<file path="src/rtl/imem_loader_pkg.sv">
// Shared definitions for the instruction-memory boot loader.
// Holds the state encoding, the count width and the default NOP fill word.
package imem_loader_pkg;

  localparam int CNT_W = 16;
  localparam logic [31:0] NOP_WORD = 32'h0000_0013;

  typedef enum logic [2:0] {
    S_IDLE = 3'd0,
    S_HDR0 = 3'd1,
    S_HDR1 = 3'd2,
    S_WORD = 3'd3,
    S_CSUM = 3'd4,
    S_FILL = 3'd5,
    S_DONE = 3'd6,
    S_ERR  = 3'd7
  } state_t;

endpackage

</file>
<file path="src/rtl/imem_word_packer.sv">
// Assembles four accepted bytes into one little-endian 32-bit word.
// word_valid is a combinational pulse on the byte that completes a word.
module imem_word_packer (
  input  logic        clk,
  input  logic        rst,
  input  logic        clear,
  input  logic        byte_valid,
  input  logic [7:0]  byte_data,
  output logic        word_valid,
  output logic [31:0] word
);

  logic [1:0]  idx;
  logic [23:0] acc;

  // Bytes enter at the top, so after three bytes acc holds {b2, b1, b0}.
  always_ff @(posedge clk or negedge rst) begin
    if (!rst) begin
      idx <= 2'd0;
      acc <= 24'd0;
    end else if (clear) begin
      idx <= 2'd0;
      acc <= 24'd0;
    end else if (byte_valid) begin
      idx <= idx + 2'd1;
      acc <= {byte_data, acc[23:8]};
    end
  end

  assign word_valid = byte_valid && (idx == 2'd3);
  assign word       = {byte_data, acc};

endmodule

</file>
<file path="src/rtl/imem_loader.sv">
// Boot loader: streams a counted image into imem, pads with NOP, then releases the CPU.
// Define IMEM_LOADER_CHECKSUM_EN to require a trailing XOR checksum byte after the image.
module imem_loader #(
  parameter int          DEPTH    = 128,
  parameter int          ADDR_W   = 7,
  parameter logic [31:0] NOP_WORD = 32'h0000_0013
) (
  input  logic              clk,
  input  logic              rst,
  input  logic              in_valid,
  input  logic [7:0]        in_data,
  output logic              in_ready,
  input  logic              reload,
  output logic              imem_we,
  output logic [ADDR_W-1:0] imem_addr,
  output logic [31:0]       imem_wdata,
  output logic              cpu_rst,
  output logic              done,
  output logic              err,
  output logic [2:0]        dbg_state
);
  import imem_loader_pkg::*;

  localparam logic [CNT_W-1:0] DEPTH_C = CNT_W'(DEPTH);
  localparam logic [ADDR_W:0]  DEPTH_A = (ADDR_W+1)'(DEPTH);

  state_t             state, next_state;
  logic [7:0]         cnt_lo;
  logic [CNT_W-1:0]   n_words, word_cnt, hdr_n;
  logic [ADDR_W:0]    fill_addr, fill_d;
  logic               we_d;
  logic [ADDR_W-1:0]  addr_d;
  logic [31:0]        wdata_d;
  logic               accept, word_valid, last_word;
  logic [31:0]        word;

  // Handshake: a byte moves on a rising edge where in_valid && in_ready;
  // in_ready depends only on state, and in_valid may be held without effect.
`ifdef IMEM_LOADER_CHECKSUM_EN
  logic [7:0] csum;
  assign in_ready = (state == S_HDR0) || (state == S_HDR1) || (state == S_WORD) ||
                    (state == S_CSUM);
`else
  assign in_ready = (state == S_HDR0) || (state == S_HDR1) || (state == S_WORD);
`endif

  assign accept    = in_valid && in_ready;
  assign hdr_n     = {in_data, cnt_lo};
  assign last_word = (word_cnt == n_words - CNT_W'(1));
  assign dbg_state = state;

  imem_word_packer u_packer (
    .clk        (clk),
    .rst        (rst),
    .clear      (state != S_WORD),
    .byte_valid (accept && (state == S_WORD)),
    .byte_data  (in_data),
    .word_valid (word_valid),
    .word       (word)
  );

  // Every transition into FILL already issues a write, and FILL leaves for DONE
  // only once fill_addr passes the end, so DONE lands the cycle after the last write.
  always_comb begin
    next_state = state;
    we_d       = 1'b0;
    addr_d     = imem_addr;
    wdata_d    = imem_wdata;
    fill_d     = fill_addr;
    case (state)
      S_IDLE: next_state = S_HDR0;
      S_HDR0: if (accept) next_state = S_HDR1;
      S_HDR1: begin
        if (accept) begin
          if (hdr_n > DEPTH_C) begin
            next_state = S_ERR;
          end else if (hdr_n == '0) begin
            next_state = S_FILL;
            we_d       = 1'b1;
            addr_d     = '0;
            wdata_d    = NOP_WORD;
            fill_d     = (ADDR_W+1)'(1);
          end else begin
            next_state = S_WORD;
          end
        end
      end
      S_WORD: begin
        if (word_valid) begin
          we_d    = 1'b1;
          addr_d  = word_cnt[ADDR_W-1:0];
          wdata_d = word;
          if (last_word) begin
`ifdef IMEM_LOADER_CHECKSUM_EN
            next_state = S_CSUM;
`else
            next_state = S_FILL;
            fill_d     = n_words[ADDR_W:0];
`endif
          end
        end
      end
`ifdef IMEM_LOADER_CHECKSUM_EN
      S_CSUM: begin
        if (accept) begin
          if (in_data != csum) begin
            next_state = S_ERR;
          end else if (n_words == DEPTH_C) begin
            next_state = S_DONE;
          end else begin
            next_state = S_FILL;
            we_d       = 1'b1;
            addr_d     = n_words[ADDR_W-1:0];
            wdata_d    = NOP_WORD;
            fill_d     = n_words[ADDR_W:0] + (ADDR_W+1)'(1);
          end
        end
      end
`endif
      S_FILL: begin
        if (fill_addr < DEPTH_A) begin
          we_d    = 1'b1;
          addr_d  = fill_addr[ADDR_W-1:0];
          wdata_d = NOP_WORD;
          fill_d  = fill_addr + (ADDR_W+1)'(1);
        end else begin
          next_state = S_DONE;
        end
      end
      S_DONE, S_ERR: if (reload) next_state = S_HDR0;
      default: next_state = S_IDLE;
    endcase
  end

  always_ff @(posedge clk or negedge rst) begin
    if (!rst) begin
      state      <= S_IDLE;
      imem_we    <= 1'b0;
      imem_addr  <= '0;
      imem_wdata <= '0;
      fill_addr  <= '0;
      cpu_rst    <= 1'b1;
      done       <= 1'b0;
      err        <= 1'b0;
    end else begin
      state      <= next_state;
      imem_we    <= we_d;
      imem_addr  <= addr_d;
      imem_wdata <= wdata_d;
      fill_addr  <= fill_d;
      cpu_rst    <= (next_state != S_DONE);
      done       <= (next_state == S_DONE);
      err        <= (next_state == S_ERR);
    end
  end

  always_ff @(posedge clk or negedge rst) begin
    if (!rst) begin
      cnt_lo   <= '0;
      n_words  <= '0;
      word_cnt <= '0;
    end else begin
      if (state == S_HDR0 && accept) cnt_lo <= in_data;
      if (state == S_HDR1 && accept) n_words <= hdr_n;
      if (state == S_HDR0) word_cnt <= '0;
      else if (word_valid) word_cnt <= word_cnt + CNT_W'(1);
    end
  end

`ifdef IMEM_LOADER_CHECKSUM_EN
  always_ff @(posedge clk or negedge rst) begin
    if (!rst) begin
      csum <= '0;
    end else if (state == S_HDR0) begin
      csum <= '0;
    end else if (state == S_WORD && accept) begin
      csum <= csum ^ in_data;
    end
  end
`endif

endmodule

</file>
<file path="config.mk">
export PLATFORM = sky130hd
export DESIGN_NAME = imem_loader
export DESIGN_NICKNAME = d
export VERILOG_FILES = /design/src/rtl/imem_loader_pkg.sv /design/src/rtl/imem_word_packer.sv /design/src/rtl/imem_loader.sv
export SDC_FILE = /design/constraint.sdc
export NUM_CORES = 1
export LEC_CHECK = 0
export ABC_AREA = 0
export BUFFER_PORTS_ARGS = -buffer_cell sky130_fd_sc_hd__buf_4
export CORE_UTILIZATION = 55
export CTS_CLUSTER_SIZE = 14
export DETAILED_ROUTE_END_ITERATION = 10
export HOLD_SLACK_MARGIN = 0.12
export PLACE_DENSITY_LB_ADDON = 0.1
export SLEW_MARGIN = 5
export SYNTH_ARGS = -nofsm -noshare
export SYNTH_HDL_FRONTEND = slang
export SYNTH_SLANG_ARGS = --single-unit
</file>
<file path="constraint.sdc">
create_clock -name clk -period 8.85 [get_ports clk]
set_input_delay 1.77 -clock clk [delete_from_list [all_inputs] [get_ports clk]]
set_output_delay 1.77 -clock clk [all_outputs]
set_load 0.01 [all_outputs]
</file>
After elaboration in Yosys (flattened, before gate mapping)

Index checks and enable logic that the tools add are counted.

Bits in registers: 120
Input port bits: 12
Output and inout port bits: 47
Logic and storage cells: 92

Add/sub/neg operators: 4
Magnitude comparators: 2
Equal/unequal tests: 18
Muxes and demuxes: 40
Reductions and logical operators: 15

Operators by type and width:

| cell                                                                             | number |
|---|---|
| 32-bit two-way mux                                                               | 5 |
| 32-bit one-hot mux with 3 select lines                                           | 1 |
| 24-bit two-way mux                                                               | 2 |
| 8-bit two-way mux                                                                | 6 |
| 7-bit two-way mux                                                                | 5 |
| 16-bit two-way mux                                                               | 2 |
| 3-bit two-way mux                                                                | 8 |
| 8-bit one-hot mux with 3 select lines                                            | 1 |
| 7-bit one-hot mux with 3 select lines                                            | 1 |
| 3-bit one-hot mux with 6 select lines                                            | 1 |
| 16-bit by 1-bit adder with 16-bit output, second input constant                  | 1 |
| 16-bit equality test                                                             | 1 |
| 16-bit by 8-bit greater-than comparator with 1-bit output, second input constant | 1 |
| 16-bit zero test                                                                 | 1 |
| 16-bit by 1-bit subtractor with 16-bit output, second input constant             | 1 |
| 3-bit equality test, second input constant                                       | 5 |
| 8-bit by 1-bit adder with 8-bit output, second input constant                    | 1 |
| 8-bit less-than comparator, second input constant                                | 1 |
| 2-bit != test, second input constant                                             | 4 |
| 7-bit AND reduction                                                              | 1 |
| 3-bit by 2-bit equality test with 1-bit output, second input constant            | 2 |
| 6-bit AND reduction                                                              | 1 |
| 1-bit logical AND                                                                | 5 |
| 1-bit two-way mux                                                                | 5 |
| 13 further kinds                                                                 | 17 |

Longest topological paths before layout

Gate-level depths: netlist of the first run.

Word-level depth: 9
Mapped depth: 10
Depth with buffers taken out: 10

Hierarchy

Synthesis of the first run repeated with hierarchy kept, for this count alone.

Cells, all modules: 619
Area, all modules: 6052.1 um2

Modules (own cells, without submodules):

| module           | instances | cells each | area an instance (um2) | sequential area each (um2) |
|---|---|---|---|---|
| imem_loader      | 1         | 525        | 4898.4                 | 2353.5 |
| imem_word_packer | 1         | 94         | 1153.6                 | 650.6 |

Worst setup path before layout of the first run

No wires, ideal clock.

Path type: input to register
Start point: input port in_valid
End point: register fill_addr[7]
Library setup time: 0.118 ns
Data arrival time: 3.359 ns
Required time: 8.732 ns
Setup slack: 5.372 ns
Cell stages on the path: 8
Path buffers: 1
Cells stage by stage: nand2_1 > nor3b_1 > buf_1 > a211oi_2 > inv_2 > nand2_1 > o31ai_4 > a21o_1

Cells in the longest elaborated chain, start to end: 5
Elaborated cells between the ends (all ways): 6
Classes of those cells: 2 x eq/ne; 4 x reduce/logical

Ends and longest elaborated chain:

| what                                               | line                   | source |
|---|---|---|
| from (decl)                                        | imem_loader.sv:10      | `input logic in_valid,` |
| 1-bit logical AND (*)                              | imem_loader.sv:47      | `assign accept = in_valid && in_ready;` |
| 1-bit logical AND                                  | imem_loader.sv:56      | `.byte_valid (accept && (state == S_WORD)),` |
| 1-bit logical AND                                  | imem_word_packer.sv:30 | `assign word_valid = byte_valid && (idx == 2'd3);` |
| 2-bit by 1-bit != test with 1-bit output (no line) | --                     |  |
| 7-bit AND reduction (no line) (*)                  | --                     |  |
| to (signal assigned)                               | imem_loader.sv:150     | `fill_addr <= fill_d;` |
| to (decl)                                          | imem_loader.sv:30      | `logic [ADDR_W:0] fill_addr, fill_d;` |

Every way passes the cells marked *; elsewhere a longest branch is shown, timed or not.
A chain may end at the register's enable or synchronous reset.

Worst setup path after layout of the first run

Start point: input port in_valid
End point: register fill_addr[2]

Same word-level chain as after synthesis.

==> results.md, run 1 <==
- Clk pwr share: between 20 and 30%
- Post-synth top area share: 51.5%
- Critical Path AT: between 4 and 5 ns
- Seq/Total Area, Yosys: 51.9%
- Dominant cells by area after synthesis: dfrtp_1 51%, nor2_1 4.7%, mux2_2 4.7%
- Critical setup path kind: input port to register
- Number of global-route vias before repair: 4200
- Fillers: 804
- Avg Inst Size Synth: approximately 10 um2
- Mapped Area: ~5800 um2
- Yosys reg bits: between 100 and 150
- Launch point of the worst hold path: imem_wdata[6]
- CTS buffer count: 17
- Fin crit period: 3.73 ns
- Fraction of registers with async set/reset: 100%
- DP HPWL: 8810 um
- Max-slew violation count: 0
- Starting density of the core: between 50 and 60%
- Rows: 37
- Post-CTS Setup Repair Bufs: 0
- DR vias/cell: 5.82
- Area of the multi-input gates: around 2600 um2
- Synthesized instance count: 559
- Ant diodes: 0
- Max Fclk: 268 MHz
- Sequential share of power: 37.3%
- Crit path from: in_valid
- Worst path max stage delay: 0.71 ns
- Fin. Hold Viols: 0
- Worst-path clk slew: 0.06 ns
- RSZ-0062 raised after global routing: no
- Number of buffers and inverters on the critical path: 2
- Synthesized Nets: 575
- Final TNS setup: 0 ns
- Post-route ant nets: 0
- Peak VDD IR: 0.000197 V
- Clock Tree Root: clkbuf_8
- Worst-Margin Slew: between 1 and 1.5 ns
- Detailed-route wire length: about 13000 um
- Final Setup Violations: 0
- Vias: 4387
- Leakage power: 3.35 nW
- Clk_lat worst skew: between 0.5 and 0.6 ns
- First-pass GRT wire length: 22100 um
- Hold buffer count at CTS: 0
- Pwr/cell area: 363 nW/um2
- Psw: 0.884 mW
- PortBufs: 58
- Die height: 105 um
- Die area: between 10000 and 15000 um2
- Grt ovf: 0
- CP max FO: 36
- Final routed DRC violation total: 0
- Initial antenna violation count: 0
- Number of synthesized flops with an enable pin: 0
- Crit path max-delay family: simple AND/OR/NAND/NOR gates
- NumNets Final: 621
- Post-CTS resize count: 0
- Most frequent cells in the layout: 119 x dfrtp_1, 72 x nor2_1, 68 x nand2_1, 63 x buf_4, 32 x nand3_1
- Max Cap Viol: 0
- Slowest cell on crit path: and3_1
- Pre-antenna DRT Iters: 5
- Reg2reg start: n_words[0]
- Cell variety after synth: 59
- Gpl congestion: 0.849
- Power, Total: 2.51 mW
- Area Growth Syn to Fin: 19.7%
- Placement Setup Slack: 4.56 ns
- Avg WL per Cell: 17.7 um
- I/O pin cnt: 59
- H-tree depth: 4
- Clock buffer depth: 2
- Top cell type by total area after synthesis: dfrtp_1
- Final worst slack: 5.12 ns
- Status: finished, final reports clean
- Fraction of layout cells with a size suffix above 1: 21.4%
- Core Box Area: 10300 um2
- Commonest non-fill, non-tap cell in the layout: dfrtp_1
- Worst-path cell chain: buf_4 > and3_1 > a211oi_4 > inv_2 > nand2_1 > o21ai_0 > o2bb2ai_1
- Gate power share: 33.5%
- Clock Sink Count: 120
- Critical path endpoint category: register
- CP required: 9.27 ns
- Hold Crit Class: register to register
- Fin crit share: a little over two fifths
- Relative slew slack: about a third
- Largest net degree at the start of global routing: 63
- Switch share: 35.2%
- Clock Skew: ~0.0066 ns
- Internal: 1.63 mW
- Die W: 105 um
- Initial drt markers: 270
- Reg area: 3000 um2
- Main synth FF type: dfrtp_1
- Yosys warns: 0
- CTS tree: yes
- GRT Util Overall: 26.3%
- Worst Setup Start Kind: input port
==> cell families after synthesis <==
kind of cell	Yosys count	share of synthesized area, %
mux	49	8.99
simple gates	229	18.5
flops	120	51.9
compound gates	73	10.1
buf+inv	46	3.31
fa+ha+maj	4	0.865
xor+xnor	38	6.36
==> worst min-delay path: cells and delay by family, from the launching register on <==
family,cells,cell delay (ns)
simple gates,2,0.10
flops,1,0.34
==> power groups by stage <==
stage / combinational, mW / clock [mW] / sequential [mW]
2_1_floorplan: 0.555 / 0 / 0.915
3_3_place_gp: 0.818 / 0 / 0.935
3_5_place_dp: 0.840 / 0 / 0.940
4_1_cts: 0.846 / 0.743 / 0.937
5_1_grt: 0.929 / 0.766 / 0.966
6_report: 0.841 / 0.735 / 0.938
==> sequential cells by signal, indices dropped and copies added, names as in the netlist <==
signal,count
dbg_state,3
imem_wdata,32
fill_addr,8
done,1
word_cnt,16
u_packer.acc,24
cpu_rst,1
cnt_lo,8
imem_we,1
u_packer.idx,2
n_words,16
err,1
imem_addr,7
==> Yosys cell counts (3+ instances only) <==
cell type	instances
mux2i_1	25
nand3_1	32
o21ai_0	11
xor2_1	20
nand4_1	7
nand2_1	68
nor3_1	7
xnor2_1	15
nor2_1	72
a21oi_1	5
o31ai_1	4
dfrtp_1	119
a31oi_1	3
mux2_2	24
o2bb2ai_1	6
clkbuf_1	26
ha_1	4
a22o_1	10
o22a_1	3
buf_2	3
or3_1	3
a221oi_1	7
buf_1	5
nor4_1	11
inv_1	8
and3_1	10
a32o_1	3
==> metrics by stage <==
stage / std cells / area (um2) / utilization (%) / hold slack (ns)
5_1_grt: 754 / 6930 / 67.4 / 0.498
3_5_place_dp: 722 / 6290 / 61.2 / 0.457
3_3_place_gp: 722 / 6290 / 61.2 / 0.453
6_report: 754 / 6930 / 67.4 / 0.465
4_1_cts: 754 / 6930 / 67.4 / 0.470
2_1_floorplan: 559 / 5790 / - / 0.466
==> layer usage <==
layer	global-route usage [%]	vias to the layer above	wire length (um)
met5	0	-	0
met4	7.75	0	144
met3	7.24	11	635
met2	39.6	107	6270
met1	37.4	2192	6300
li1	-	2077	-
==> cell type report <==
class | count | share of cell area [%]
repair buffers | 63 | 6.83
clock buffers | 22 | 6.83
multi-input cells | 393 | 37.6
well taps | 136 | 2.46
inverters | 10 | 0.542
clock inverters | 10 | 2.40
flip-flops and latches | 120 | 43.4
==> path summary, 6_finish.rpt <==
kind                                 end  slack [ns]  cells past startpoint
min in group asynchronous  imem_wdata[2]        1.30                      1
min reg2reg                imem_wdata[6]        0.47                      2
max                         fill_addr[2]        5.12                      7
max reg2reg                      cpu_rst        5.28                      9
min                        imem_wdata[6]        0.47                      2
max in group asynchronous    word_cnt[2]        6.30                      2
No activity file was read; power rests on OpenSTA's default activity.
==> run 2, diff against run 1 <==
--- a/config.mk
+++ b/config.mk
@@ -5,7 +5,7 @@
 export SDC_FILE = /design/constraint.sdc
 export NUM_CORES = 1
 export LEC_CHECK = 0
-export ABC_AREA = 0
+export ABC_AREA = 1
 export BUFFER_PORTS_ARGS = -buffer_cell sky130_fd_sc_hd__buf_4
 export CORE_UTILIZATION = 55
 export CTS_CLUSTER_SIZE = 14
==> constraint.sdc (replaced) <==
create_clock -name clk -period 3.8 [get_ports clk]
set_input_delay 0.76 -clock clk [delete_from_list [all_inputs] [get_ports clk]]
set_output_delay 0.76 -clock clk [all_outputs]
set_load 0.01 [all_outputs]
==> run 2 against run 1 <==
- power rose by 120%
- critical endpoint is now imem_wdata[2]
- combinational power rose by 140%
- sequential share of layout area fell by 0.90 points
- hold slack got worse by 0.15 ns
- via count rose by 17%
- clock power rose by 120%
- sequential power rose by 100%
- final cell count rose by 24%
- non-clock buffer count fell by 1
- worst setup slack got worse by 4.3 ns
- highest routed layer unchanged
- synthesized cell count rose by 31%
- count of clock-buffer cells in the layout fell by 3
==> results.md, run 2 <==
- RSZ-0062 raised after global routing: no
- Die area: 11300 um2 (+3.4%)
- Post-synth top area share: 49.7% (-1.7 points)
- Leakage power: 3.47 nW (+3.6%)
- Ant diodes: 0 (unchanged)
- Fin. Hold Viols: 0 (unchanged)
- Detailed-route wire length: 14400 um (+8.0%)
- Clk_lat worst skew: 0.52 ns (-0.02 ns)
- Hold WS: 0.319 ns (-0.146 ns)
- Final routed DRC violation total: 0 (unchanged)
- Relative slew slack: 42.6% (+10 points)
- Reg2reg start: dbg_state[2]
- Post-CTS Setup Repair Bufs: 0 (unchanged)
- Final worst slack: 0.819 ns (-4.30 ns)
- Critical path endpoint category: register
- Worst-path clk slew: 0.06 ns (about the same)
- Number of synthesized flops with an enable pin: 0 (unchanged)
- Peak VDD IR: 0.000379 V (+92%)
- Main synth FF type: dfrtp_1
- Core Util, Final: 67.6% (+0.21 points)
- Top cells by count, synth: 197 x nand2_1, 119 x dfrtp_1, 88 x inv_1, 59 x nor2_1, 46 x o21ai_0
- CTS tree: yes
- Area of the multi-input gates: 2470 um2 (-5.0%)
- Most frequent cells in the layout: 197 x nand2_1, 119 x dfrtp_1, 88 x inv_1, 62 x buf_4, 59 x nor2_1
- CP max FO: 47 (+31%)
- Seq/Total Area, Yosys: 50.2% (-1.7 points)
- Number of global-route vias before repair: 5121 (+22%)
- Initial antenna violation count: 0 (unchanged)
- Rows: 37 (unchanged)
- Fin crit period: 2.98 ns
- Hold Crit Class: input port to async pin
- GRT Util Overall: 28.2% (+1.9 points)
- Fraction of layout cells with a size suffix above 1: 15.6% (-5.7 points)
- Top cell type by total area after synthesis: dfrtp_1
- R2R setup slack: 0.82 ns (-4.46 ns)
- Gpl congestion: 0.898 (+5.8%)
- Clock Tree Root: clkbuf_8
- Avg WL per Cell: 15.4 um (-13%)
- Die W: 106 um (+1.7%)
- First-pass GRT wire length: 24600 um (+11%)
- Max Cap Viol: 0 (unchanged)
- PortBufs: 58 (unchanged)
- Pre-antenna DRT Iters: 5 (unchanged)
- NumNets Final: 802 (+29%)
- Avg Inst Size Synth: 8.19 um2 (-21%)
- Critical Path AT: 3.42 ns (-0.73 ns)
- I/O pin cnt: 59 (unchanged)
- CP required: 4.24 ns (-5.03 ns)
- Mapped Area: 5990 um2 (+3.5%)
- Synthesized instance count: 731 (+31%)
- Clock Sink Count: 120 (unchanged)
- Biggest regs: imem_wdata x32, u_packer.acc x24
- Fillers: 855 (+6.3%)
- Max-slew violation count: 0 (unchanged)
- Placement Setup Slack: 0.903 ns (-3.65 ns)
- Vias: 5146 (+17%)
- Grt ovf: 0 (unchanged)
- Clock buffer depth: 2 (unchanged)
- Status: finished, final reports clean
- Placed Cells: 903 (+25%)
- Clock Skew: 0.00799 ns (+0.00143 ns)
- Most frequent cell after synthesis: nand2_1
- Reg2Reg Depth: 10 (+1)
- Top reg by flops: imem_wdata
- Worst reg2reg path endpoint: imem_wdata[2]
- Critical setup path kind: register to register
- Fin crit share: 78.4%
- Yosys reg bits: 120 (unchanged)
- Starting density of the core: 57.2% (+0.93 points)
- Area Growth Syn to Fin: 18.1%
- Fraction of registers with async set/reset: 100% (unchanged)
- Post-CTS resize count: 0 (unchanged)
- Final Setup Violations: 0 (unchanged)
- Post-route ant nets: 0 (unchanged)
- Core Box Area: 10500 um2 (+1.8%)
- Reg area: 3000 um2 (unchanged)
- H-tree depth: 4 (unchanged)
- Pwr/cell area: 780 nW/um2 (+120%)
- DP HPWL: 10200 um (+16%)
- Final TNS setup: 0 ns (unchanged)
- Commonest non-fill, non-tap cell in the layout: nand2_1
- Worst-Margin Slew: 0.859 ns (-0.154 ns)
- Initial drt markers: 401 (+49%)
- Die height: 106 um (+1.7%)
- Dominant cells by area after synthesis: dfrtp_1 50%, nand2_1 12%, inv_1 5.5%
- Hold buffer count at CTS: 0 (unchanged)
- Yosys warns: 0 (unchanged)
- Max Fclk: roughly 340 MHz
- Max reg flops: 32 (unchanged)
- Synthesized Nets: 747 (+30%)
- Cell variety after synth: 41 (-31%)
- Worst Setup Start Kind: register
- CTS buffer count: 17 (unchanged)
- Final Instance Count excl. Fillers: 935 (+24%)
- Largest net degree at the start of global routing: 66 (+4.8%)
- DR vias/cell: 5.50 (-5.4%)
run 2: changes by cell type after synthesis, sizes merged, moves of 8 or more:
cell,delta
o31ai,+13
xnor2,-8
inv,+86
and3,-10
a22o,-9
nand2,+138
o21ai,+41
mux2,-24
mux2i,-25
clkbuf,-12
o22ai,+23
xor2,-13
a21oi,+9
run 2: routing by layer:
metal	vias up	GRT usage (%)	wire, um
li1	2493	-	-
met1	2450	38.5	6540
met2	174	43.7	6670
met3	29	5.21	828
met4	0	13.1	382
met5	-	0	0
run 2: cell type report:
type                       instances  area share, %
tap                              136           2.41
timing repair buffer              62           6.58
sequential                       120           42.5
clock inverter                    13           2.41
inverter                          96           5.09
clock buffer                      19           6.10
multi-input combinational        489           34.9
run 2: through the flow:
| step | power, mW | instance area (um2) |
|---|---|---|
| after floorplan | 3.29 | 5990 |
| after global placement | 3.84 | 6470 |
| after detailed placement | 3.90 | 6470 |
| after CTS | 5.53 | 7070 |
| after global routing | 5.90 | 7070 |
| final | 5.52 | 7070 |
run 2: cells by family (layout without fill, tap and decap cells):
family                   count (synthesis)  in the layout  synth area share, %
AND/OR/NAND/NOR                        346            346                 26.1
XOR/XNOR                                15             15                 2.19
flip-flops                             120            120                 50.2
AO/OA/AOI/OAI                          124            124                 12.2
buffers and inverters                  122            190                 8.55
adder cells (fa/ha/maj)                  4              4                0.836
run 2: worst max-delay path, stage by stage (launching register included):
cell and delay, ns:
dfrtp_1 0.49, nor2_2 0.10, nand2_2 0.51, nor2_4 0.07, nand2_2 0.43, inv_2 0.19, nor2_1 0.13, nand2_1 0.10
inv_2 0.56, nand2_1 0.18, o21ai_1 0.12
run 2: worst max-delay path by stage:
stage                     slack (ns)  cells past startpoint          from             end
after floorplan                 1.75                     12    in_data[4]  imem_wdata[22]
after global placement          1.05                     10      in_valid  imem_wdata[18]
after detailed placement        0.90                     11  dbg_state[1]  imem_wdata[27]
after CTS                       0.84                     11  dbg_state[1]   imem_wdata[2]
after global routing            0.52                     10  dbg_state[2]   imem_wdata[2]
final                           0.82                     10  dbg_state[2]   imem_wdata[2]
run 2: where the power goes:
group          internal [mW]  leakage (nW)  switching [mW]
sequential              1.59          1.60           0.310
clock                   1.02         0.285           0.595
combinational          0.715          1.58            1.29
total                   3.33          3.47            2.19
==> run 3, diff against run 2 <==
==> constraint.sdc (replaced) <==
create_clock -name clk -period 3.1 [get_ports clk]
set_input_delay 0.62 -clock clk [delete_from_list [all_inputs] [get_ports clk]]
set_output_delay 0.62 -clock clk [all_outputs]
set_load 0.01 [all_outputs]
==> run 3 against run 2 <==
- cell area increased by 0.19%
- clock power grew 17%
- die area did not move
- hold slack gained 0.088 ns
- fmax increased by 22%
- sequential share of layout area shrank 0.082 points
- highest routed layer unchanged
==> results.md, run 3 (synthesis results as in run 2) <==
- Pre-antenna DRT Iters: 5 (unchanged)
- Max-slew violation count: 0 (unchanged)
- Max Fclk: 408 MHz (+22%)
- Leakage power: 3.48 nW (+0.28%)
- DP HPWL: 10000 um (-1.7%)
- Vias: 5117 (-0.56%)
- PortBufs: 58 (unchanged)
- Final routed DRC violation total: 0 (unchanged)
- Critical Path AT: 2.88 ns (-0.54 ns)
- Initial drt markers: 377 (-6.0%)
- Fin. Hold Viols: 0 (unchanged)
- Clock Sink Count: 120 (unchanged)
- Clock Tree Root: clkbuf_8
- CTS tree: yes
- GRT Util Overall: 27.6% (-0.56 points)
- Fillers: 874 (+2.2%)
- Final Instance Area: 7090 um2 (+0.19%)
- Gpl congestion: 0.860 (-4.2%)
- Top reg by flops: imem_wdata
- Fin crit share: 79.0% (+0.59 points)
- Worst-Margin Slew: 0.825 ns (-0.0343 ns)
- Die area: 11300 um2 (unchanged)
- Grt ovf: 0 (unchanged)
- CP max FO: 47 (unchanged)
- Max Cap Viol: 0 (unchanged)
- Status: finished, final reports clean
- Most frequent cells in the layout: 197 x nand2_1, 119 x dfrtp_1, 88 x inv_1, 64 x buf_4, 59 x nor2_1
- CTS buffer count: 17 (unchanged)
- Critical path endpoint category: register
- Die W: 106 um (unchanged)
- Fin crit period: 2.45 ns (-0.531 ns)
- RSZ-0062 raised after global routing: no
- CP required: 3.53 ns (-0.71 ns)
- Pwr/cell area: 941 nW/um2 (+21%)
- Final worst slack: 0.650 ns (-0.169 ns)
- Critical setup path kind: register to register
- Ant diodes: 0 (unchanged)
- DR vias/cell: 5.45 (-0.99%)
- Die height: 106 um (unchanged)
- NumNets Final: 806 (+0.50%)
- Dpl cell area: 6510 um2 (+0.54%)
- Final TNS setup: 0 ns (unchanged)
- Hold Crit Class: input port to register
- Final Setup Violations: 0 (unchanged)
- Rows: 37 (unchanged)
- H-tree depth: 4 (unchanged)
- Relative slew slack: 44.9% (+2.3 points)
- Post-CTS resize count: 0 (unchanged)
- Clock Skew: 0.00871 ns (+0.000720 ns)
- Area Growth Syn to Fin: 18.4%
- Clock buffer depth: 2 (unchanged)
- Max reg flops: 32 (unchanged)
- Worst-path clk slew: 0.06 ns (about the same)
- Biggest regs: imem_wdata x32, u_packer.acc x24
- Largest net degree at the start of global routing: 48 (-27%)
- Worst Setup Start Kind: register
- Commonest non-fill, non-tap cell in the layout: nand2_1
- Number of global-route vias before repair: 4948 (-3.4%)
- First-pass GRT wire length: 24200 um (-1.7%)
- I/O pin cnt: 59 (unchanged)
- Detailed-route wire length: 14200 um (-1.2%)
- Initial antenna violation count: 0 (unchanged)
- Avg WL per Cell: 15.2 um (-1.7%)
- Starting density of the core: 57.2% (unchanged)
- Peak VDD IR: 0.000447 V (+18%)
- Fraction of layout cells with a size suffix above 1: 16.1% (+0.42 points)
- Clk_lat worst skew: 0.53 ns (about the same)
- Core Box Area: 10500 um2 (unchanged)
- Post-route ant nets: 0 (unchanged)
- Placement Setup Slack: 0.497 ns (-0.406 ns)
run 3: cell types whose count changed in the layout (fill, tap and decap cells not counted), sizes merged:
cell and delta:
clkbuf -2, bufinv -2, buf +3, dlygate4sd3 +1
inv +8, clkinv -4
run 3: worst max-delay path, cell delays in order, from the launching register on:
cell,delay [ns]
dfrtp_1,0.45
inv_2,0.10
nor2_2,0.05
nand2_2,0.24
nor2_4,0.06
nand2_2,0.23
inv_2,0.14
nor2_1,0.13
nand2_1,0.09
inv_2,0.57
nand2_1,0.15
o31ai_1,0.10
run 3: timing repair:
| item | in CTS | in global routing |
|---|---|---|
| buffers inserted | 0 | 0 |
| hold buffers | 1 | 0 |
| endpoints found under the hold margin | 5 | 0 |
run 3: layout make-up:
type | instances | area, um2 | area share, %
inverters | 96 | 360 | 5.08
multi-input cells | 489 | 2470 | 34.9
clock buffers | 17 | 414 | 5.84
well taps | 136 | 170 | 2.40
repair buffers | 66 | 510 | 7.20
flip-flops and latches | 120 | 3000 | 42.4
clock inverters | 15 | 156 | 2.21
run 3: stage by stage:
stage | instances | total power, mW | utilization, % | hold WS [ns]
2_1_floorplan | 731 | 4.03 | - | 0.324
3_3_place_gp | 906 | 4.71 | 62.2 | 0.457
3_5_place_dp | 906 | 4.78 | 62.2 | 0.464
4_1_cts | 939 | 6.70 | 67.7 | 0.394
5_1_grt | 939 | 7.15 | 67.7 | 0.409
6_report | 939 | 6.67 | 67.7 | 0.408
run 3: final timing paths:
check,slack (ns),cells past startpoint,end,from
min in group asynchronous,0.64,2,imem_wdata[13],rst
setup / recovery,0.65,11,imem_wdata[22],dbg_state[1]
hold / removal,0.41,3,u_packer.acc[4],in_valid
setup reg to reg,0.65,11,imem_wdata[22],dbg_state[1]
hold reg to reg,0.48,2,imem_wdata[9],imem_wdata[9]
max in group asynchronous,1.60,3,u_packer.acc[14],rst
run 3: metal layers:
metal,track usage (%),part of all wire (%),routed length [um]
met4,9.92,2.0,280
met5,0,0,0
met3,5.95,5.4,763
met2,42.9,46,6530
met1,38.2,47,6660
run 3: where the power goes:
| group | switching (mW) | total (mW) | leakage (nW) | internal (mW) |
|---|---|---|---|---|
| Combinational | 1.57 | 2.46 | 1.60 | 0.895 |
| Clock | 0.799 | 1.90 | 0.273 | 1.10 |
| Sequential | 0.357 | 2.31 | 1.60 | 1.95 |
| Total | 2.72 | 6.67 | 3.48 | 3.94 |
